File: src/rtl/mpei_test_ctrl.sv
// APB3 bring-up test controller: core reset sequencing, firmware verdict register, heartbeat watchdog, signature channels.
// Latency: verdict outputs register one edge after the deciding write/expiry; APB reads combinational; no backpressure (pready tied 1).
module mpei_test_ctrl #(
    parameter int RST_CYCLES     = 16,
    parameter int TIMEOUT_CYCLES = 100000,
    parameter int TMO_W          = 32,
    parameter int NSIG           = 4,
    parameter int APB_AW         = 12
) (
    input  logic                   clk_i,
    input  logic                   rst_i,
    input  logic                   psel_i,
    input  logic                   penable_i,
    input  logic                   pwrite_i,
    input  logic [APB_AW-1:0]      paddr_i,
    input  logic [31:0]            pwdata_i,
    output logic [31:0]            prdata_o,
    output logic                   pready_o,
    output logic                   pslverr_o,
    output logic                   core_rst_o,
    output logic                   done_o,
    output logic                   pass_o,
    output logic                   fail_o,
    output logic                   timeout_o,
    output logic [32*NSIG-1:0]     sig_o
);

    localparam int RCW = $clog2(RST_CYCLES + 1);
    localparam int WW  = APB_AW - 2;

    localparam logic [2:0] S_HOLD = 3'd0;
    localparam logic [2:0] S_RUN  = 3'd1;
    localparam logic [2:0] S_PASS = 3'd2;
    localparam logic [2:0] S_FAIL = 3'd3;
    localparam logic [2:0] S_TMO  = 3'd4;

    logic [2:0]             state;
    logic [2:0]             state_nxt;
    logic [RCW-1:0]         rst_cnt;
    logic [TMO_W-1:0]       tmo_cnt;
    logic [NSIG-1:0][31:0]  sig;

    logic            access;
    logic            wr;
    logic [WW-1:0]   word;
    logic            hit_res;
    logic            hit_hb;
    logic            hit_info;
    logic [NSIG-1:0] sig_sel;
    logic            mapped;
    logic            wr_res;
    logic            wr_hb;
    logic            tmo_expire;
    logic            unused_addr_lsb;

    assign access          = psel_i & penable_i;
    assign wr              = access & pwrite_i;
    assign word            = paddr_i[APB_AW-1:2];
    assign unused_addr_lsb = ^paddr_i[1:0];

    always_comb begin
        hit_res  = (word == WW'(0));
        hit_hb   = (word == WW'(1));
        hit_info = (word == WW'(16));
        sig_sel  = '0;
        for (int k = 0; k < NSIG; k++) begin
            if (word == WW'(k + 2)) sig_sel[k] = 1'b1;
        end
        mapped = hit_res | hit_hb | hit_info | (|sig_sel);
    end

    assign wr_res     = wr & hit_res;
    assign wr_hb      = wr & hit_hb;
    assign tmo_expire = (TIMEOUT_CYCLES != 0) && (tmo_cnt == TMO_W'(TIMEOUT_CYCLES - 1));

    always_comb begin
        prdata_o = '0;
        if (access) begin
            if (hit_res)  prdata_o = {29'b0, state};
            if (hit_hb)   prdata_o = 32'(tmo_cnt);
            if (hit_info) prdata_o = {8'(NSIG), 24'(RST_CYCLES)};
            for (int k = 0; k < NSIG; k++) begin
                if (sig_sel[k]) prdata_o = sig[k];
            end
        end
    end

    assign pready_o  = 1'b1;
    assign pslverr_o = access & ~mapped;
    assign sig_o     = sig;

    // A firmware verdict beats a coincident expiry; a heartbeat rescues a coincident expiry.
    always_comb begin
        state_nxt = state;
        case (state)
            S_HOLD: if (rst_cnt == RCW'(RST_CYCLES - 1)) state_nxt = S_RUN;
            S_RUN: begin
                if (wr_res && pwdata_i[1:0] == 2'b01)      state_nxt = S_PASS;
                else if (wr_res && pwdata_i[1:0] == 2'b10) state_nxt = S_FAIL;
                else if (tmo_expire && !wr_hb)             state_nxt = S_TMO;
            end
            default: state_nxt = state;
        endcase
    end

    always_ff @(posedge clk_i) begin
        if (rst_i) begin
            state      <= S_HOLD;
            rst_cnt    <= '0;
            tmo_cnt    <= '0;
            sig        <= '0;
            core_rst_o <= 1'b1;
            done_o     <= 1'b0;
            pass_o     <= 1'b0;
            fail_o     <= 1'b0;
            timeout_o  <= 1'b0;
        end else begin
            state <= state_nxt;
            if (state == S_HOLD && state_nxt == S_HOLD) rst_cnt <= rst_cnt + RCW'(1);
            if (state == S_RUN) tmo_cnt <= wr_hb ? '0 : tmo_cnt + TMO_W'(1);
            for (int k = 0; k < NSIG; k++) begin
                if (wr && sig_sel[k]) sig[k] <= {sig[k][30:0], sig[k][31]} ^ pwdata_i;
            end
            core_rst_o <= (state_nxt == S_HOLD);
            done_o     <= (state_nxt == S_PASS) || (state_nxt == S_FAIL) || (state_nxt == S_TMO);
            pass_o     <= (state_nxt == S_PASS);
            fail_o     <= (state_nxt == S_FAIL) || (state_nxt == S_TMO);
            timeout_o  <= (state_nxt == S_TMO);
        end
    end

endmodule
File: config.mk
export PLATFORM = sky130hd
export DESIGN_NAME = mpei_test_ctrl
export DESIGN_NICKNAME = d
export VERILOG_FILES = /design/src/rtl/mpei_test_ctrl.sv
export SDC_FILE = /design/constraint.sdc
export NUM_CORES = 1
export LEC_CHECK = 0
export ABC_AREA = 0
export BUFFER_PORTS_ARGS = -buffer_cell sky130_fd_sc_hd__buf_2
export CORE_MARGIN = 8
export CORE_UTILIZATION = 40
export DETAILED_ROUTE_END_ITERATION = 10
export SYNTH_ARGS = -nofsm -noshare
export SYNTH_HDL_FRONTEND = slang
export SYNTH_SLANG_ARGS = --single-unit
File: constraint.sdc
create_clock -name clk_i -period 4.2 [get_ports clk_i]
set_clock_uncertainty 0.05 [all_clocks]
set_input_delay 0.63 -clock clk_i [delete_from_list [all_inputs] [get_ports clk_i]]
set_output_delay 0.63 -clock clk_i [all_outputs]
set_load 0.01 [all_outputs]
# After elaboration in Yosys (flattened, before gate mapping)
# Index checks and enable logic that the tools add are counted.
[word_totals]
elab_cells = 75
inputBits = 49
out_inout_bits = 167
regBits = 173
[classes]
n_addsub = 2
muxes = 18
eq_ne = 14
bitwise_logic = 13
reduce_logical = 16
[ops]
columns = ["op", "n"]
rows = [
  ["32-bit two-way mux", 8],
  ["32-bit XOR", 4],
  ["32-bit by 1-bit adder with 32-bit output, second input constant", 1],
  ["32-bit by 17-bit == test with 1-bit output, second input constant", 1],
  ["10-bit by 2-bit == test with 1-bit output, second input constant", 2],
  ["10-bit by 3-bit == test with 1-bit output, second input constant", 2],
  ["3-bit two-way mux", 5],
  ["10-bit by 1-bit == test with 1-bit output, second input constant", 1],
  ["10-bit by 5-bit == test with 1-bit output, second input constant", 1],
  ["10-bit logical NOT", 1],
  ["1-bit logical AND", 8],
  ["3-bit by 2-bit == test with 1-bit output, second input constant", 2],
  ["3-bit logical NOT", 2],
  ["3-bit one-hot mux with 2 select lines", 1],
  ["5-bit by 1-bit adder with 5-bit output, second input constant", 1],
  ["1-bit AND", 5],
  ["5-bit by 4-bit == test with 1-bit output, second input constant", 1],
  ["1-bit two-way mux", 4],
  ["4-bit OR reduction", 1],
  ["3-bit by 1-bit == test with 1-bit output, second input constant", 1],
  ["3-bit == test, second input constant", 1],
  ["1-bit logical OR", 3],
  ["1-bit OR", 3],
  ["2-bit by 1-bit == test with 1-bit output, second input constant", 1],
  ["3 further kinds", 3],
]

# Longest topological paths before layout
[depth]
ltp_word = 12
mapped_depth = 8
depth_no_buf = 8

# Least setup slack after synthesis
# Ideal clock, no wire load.
[synth_path]
kind = "input to output"
startpoint = "in paddr_i[3]"
endpoint = "out prdata_o[30]"
setup_slack_ns = 0.903
t_arrival_ns = 2.617
t_required_ns = 3.520
path_buffers = 2
stages = 6
cell_sequence = "buf_2 > or4b_2 > nor3_2 > clkbuf_1 > a221oi_1 > o31ai_1"
[synth_between]
elab_chain_cells = 8
elab_cells_between_ends = 17
cone_classes = "eq/ne: 6; mux: 11"
[synth_lines]
columns = ["element", "line_no", "text"]
rows = [
  ["start: declaration", "15", "input logic [APB_AW-1:0] paddr_i,"],
  ["10-bit by 1-bit == test with 1-bit output", "63", "hit_hb = (word == WW'(1));"],
  ["32-bit two-way mux", "80", "if (hit_hb) prdata_o = 32'(tmo_cnt);"],
  ["32-bit two-way mux", "81", "if (hit_info) prdata_o = {8'(NSIG), 24'(RST_CYCLES)};"],
  ["32-bit two-way mux (3 in series)", "83", "if (sig_sel[k]) prdata_o = sig[k];"],
  ["32-bit two-way mux *", "83", ""],
  ["32-bit two-way mux *", "78", "if (access) begin"],
  ["end: declaration", "17", "output logic [31:0] prdata_o,"],
]
# Mark *: on every way between the ends. The rest lies on a longest branch, timed or not.

# Final worst setup path
[layout_path]
startpoint = "in paddr_i[7]"
endpoint = "out prdata_o[26]"
# Same word-level chain as after synthesis.

==> metrics.md <==
| Metric | Value |
|---|---|
| Status | completed |
| Hold Crit Start | rst_cnt[4]$_SDFFE_PP0P_ |
| Initial core utilization | about 41% |
| Worst Hold Class | flop to flop |
| Clock-pin transition on the worst setup and hold timing paths | about 0.06 ns |
| Max_slew headroom | 27.4% |
| Worst Hold Path EP | rst_cnt[4]$_SDFFE_PP0P_ |
| Type of element capturing the critical path | output port |
| Slowest CP cell | or4_1 |
| Synthesis-to-layout area growth | 20.2% |
| VDD IR max | ~0.00028 V |
| Pwr Density | between 300 and 400 mW/mm^2 |
| Multi-input gate area | a little over 0.005 mm^2 |
| Ant diodes | 0 |
| Cells on worst reg2reg path | 6 |
| Final WS setup | 0.596 ns |
| Htree depth | 4 |
| FILL cells | 2173 |
| Least-Margin Pin Slew | between 1 and 1.5 ns |
| RSZ-0062 raised after global routing | false |
| Worst path max stage delay | ~0.8 ns |
| DP HPWL | between 20 and 25 mm |
| Remaining global-route overflow | 0 |
| Ys flop type | dfxtp_1 |
| Number of DRC markers in iteration 0 | 731 |
| Final hold slack | between 0.4 and 0.5 ns |
| Clock period minus worst slack | 3.60 ns |
| Sequential share of the synthesized area | 37.9% |
| Core Rows | 55 |
| Commonest non-fill, non-tap cells in the layout | 211 x buf_2, 173 x nor2_1, 173 x dfxtp_1 |
| Clock Sinks | about 170 |
| Post-CTS setup buffers | 0 |
| First-pass GRT wire length | 46.4 mm |
| Core Util, Final | about half |
| Finished Cell Area | approximately 0.011 mm^2 |
| Mapped Nets | 1090 |
| ANT nets after route | 0 |
| First-pass DRT Iterations | 9 |
| Root Buffer | clkbuf_16 |
| Period utilization | 85.8% |
| Crit Path Category | input port to output port |
| Final hold vios | 0 |
| GR Util All Layers | a little over a fifth |
| Final wirelength | between 20 and 30 mm |
| Max-Cap Viols | 0 |
| Syn avg cell area | 8.80 um^2 |
| Filler-free cell count of the finished design | 1484 |
| CTS tree | done |
| TritonCTS Buffers | 17 |
| Post-cts resize count | 0 |
| Cells after Synth | 1038 |
| Synth cell types | 63 |
| Fmax | around 280 MHz |
| Post-DP Area | 0.0103 mm^2 |
| Core Region | 0.0225 mm^2 |
| Setup tns final | 0 ns |
| Worst R2R End | tmo_cnt[16]$_SDFFE_PP0N_ |
| # DRC | 0 |
| Pwr Total | approximately 3.6 mW |
| Launching point of the worst reg2reg path | tmo_cnt[0]$_SDFFE_PP0N_ |
| Hold Crit Depth | 2 |
| # IOs | 216 |
| Largest net degree at the start of global routing | 77 |
| Asr flop ratio synth | 0% |
| Worst path arrival time | approximately 2.9 ns |
| Die ar. | 0.0279 mm^2 |
| YS warnings | 0 |
| Flip-flop and latch area | about 0.0035 mm^2 |
| Layout cells sized above 1 | 28.9% |
| Worst setup SP type | input port |
| Most common cell after layout, fill and taps aside | buf_2 |
| Buffers on Ports | 212 |
| Post-CTS Hold Buffers | 0 |
| DIE HEIGHT | 167 um |
| Pins Over Slew Limit | 0 |
| DR vias | 8253 |
| Skew-Pair Late Insertion Delay | between 0.4 and 0.5 ns |
| FF+latch count, synth | ~170 |
| Place WS | 0.607 ns |
| Post-Place Cells | 1452 |
| Critical Path Fanout Max | 8 |
| Die width | 167 um |
| Leakage | 4.04 nW |
| RD Place Congestion | 0.816 |
| Final setup vio count | 0 |
| Routed vias/inst | between 5 and 6 |
| Vias in the first global route | a little under 8000 |
| Wire length per cell | roughly 20 um |
| Initial antenna violation count | 2 |
| Syn Std Cell Area | between 0.009 and 0.01 mm^2 |
| WP data required | 3.52 ns |
| Reg2reg setup slack | between 1.5 and 2 ns |
| Nets | ~1200 |
| Number of synthesized flops with an enable pin | 0 |
| Critical path, cell by cell | buf_2 -> or4_1 -> or4_1 -> a21o_1 -> a211oi_1 -> buf_2 |
| Clk buf depth | 2 |
## cell families (layout without fill, tap and decap cells)
kind of cell | Yosys count | after routing | share of synthesized area (%)
other cells | 1 | 1 | 0.0411
flops | 173 | 173 | 37.9
buf+inv | 120 | 281 | 5.71
fa+ha+maj | 3 | 3 | 0.411
compound gates | 231 | 231 | 20.1
xor+xnor | 157 | 157 | 15.1
simple gates | 322 | 322 | 16.8
mux | 31 | 31 | 3.92
## area by class of cell
type,count,area share [%]
inverter,11,0.376
timing repair buffer,238,11.7
clock inverter,14,1.88
sequential,173,31.6
multi-input combinational,745,47.2
tap,285,3.25
clock buffer,18,4.00
## routing by layer
metal | share of wire, % | routed length [um] | global-route usage, %
met1 | 45 | 13200 | 27.1
met3 | 8.3 | 2460 | 6.48
met2 | 46 | 13600 | 33.1
met4 | 1.4 | 418 | 5.33
met5 | 0.081 | 24 | 0
## state kept, by name, indices dropped and copies added (netlist names)
signal	cells
rst_cnt	5
sig_o	128
done_o	1
core_rst_o	1
state	3
pass_o	1
timeout_o	1
fail_o	1
tmo_cnt	32
## Yosys cell counts, types with 4 or more instances
cell type	number	area share, %
a211oi_1	103	8.5
a211oi_2	28	3.8
a21o_1	7	0.58
a21oi_1	12	0.66
a221oi_1	4	0.38
a222oi_1	27	3.0
and2_1	4	0.27
and3_1	6	0.41
and4_1	7	0.67
buf_1	32	1.3
buf_2	17	0.93
buf_4	7	0.58
clkbuf_1	49	2.0
dfxtp_1	173	38
inv_1	11	0.45
mux2_2	28	3.5
nand2_1	44	1.8
nand3_1	17	0.93
nand4_1	15	1.0
nor2_1	175	7.2
nor3_1	8	0.44
nor4_1	14	0.96
o21ai_0	24	1.3
o21ai_1	9	0.49
or2_2	4	0.27
or4_1	4	0.33
xnor2_1	141	14
xor2_1	16	1.5
## worst max-delay path by stage
stage                           from           end  slack, ns  cells after the start
after floorplan           paddr_i[3]  prdata_o[30]       0.90                      6
after detailed placement  paddr_i[7]  prdata_o[30]       0.61                      8
after CTS                 paddr_i[7]  prdata_o[30]       0.60                      8
after global placement    paddr_i[7]  prdata_o[30]       0.58                      8
final                     paddr_i[7]  prdata_o[26]       0.60                      6
after global routing      paddr_i[7]   prdata_o[4]       0.51                      7
## power by group
group	total [mW]	internal, mW	switching (mW)
logic	0.181	0.0706	0.111
clock network	1.74	1.03	0.716
registers	1.64	1.64	0.00235
## critical path, delay by kind of cell
kind / cells / cell delay, ns
simple gates: 2 / 1.51
compound gates: 2 / 0.48
buf+inv: 2 / 0.31
Power figures use the tool's default switching activity.
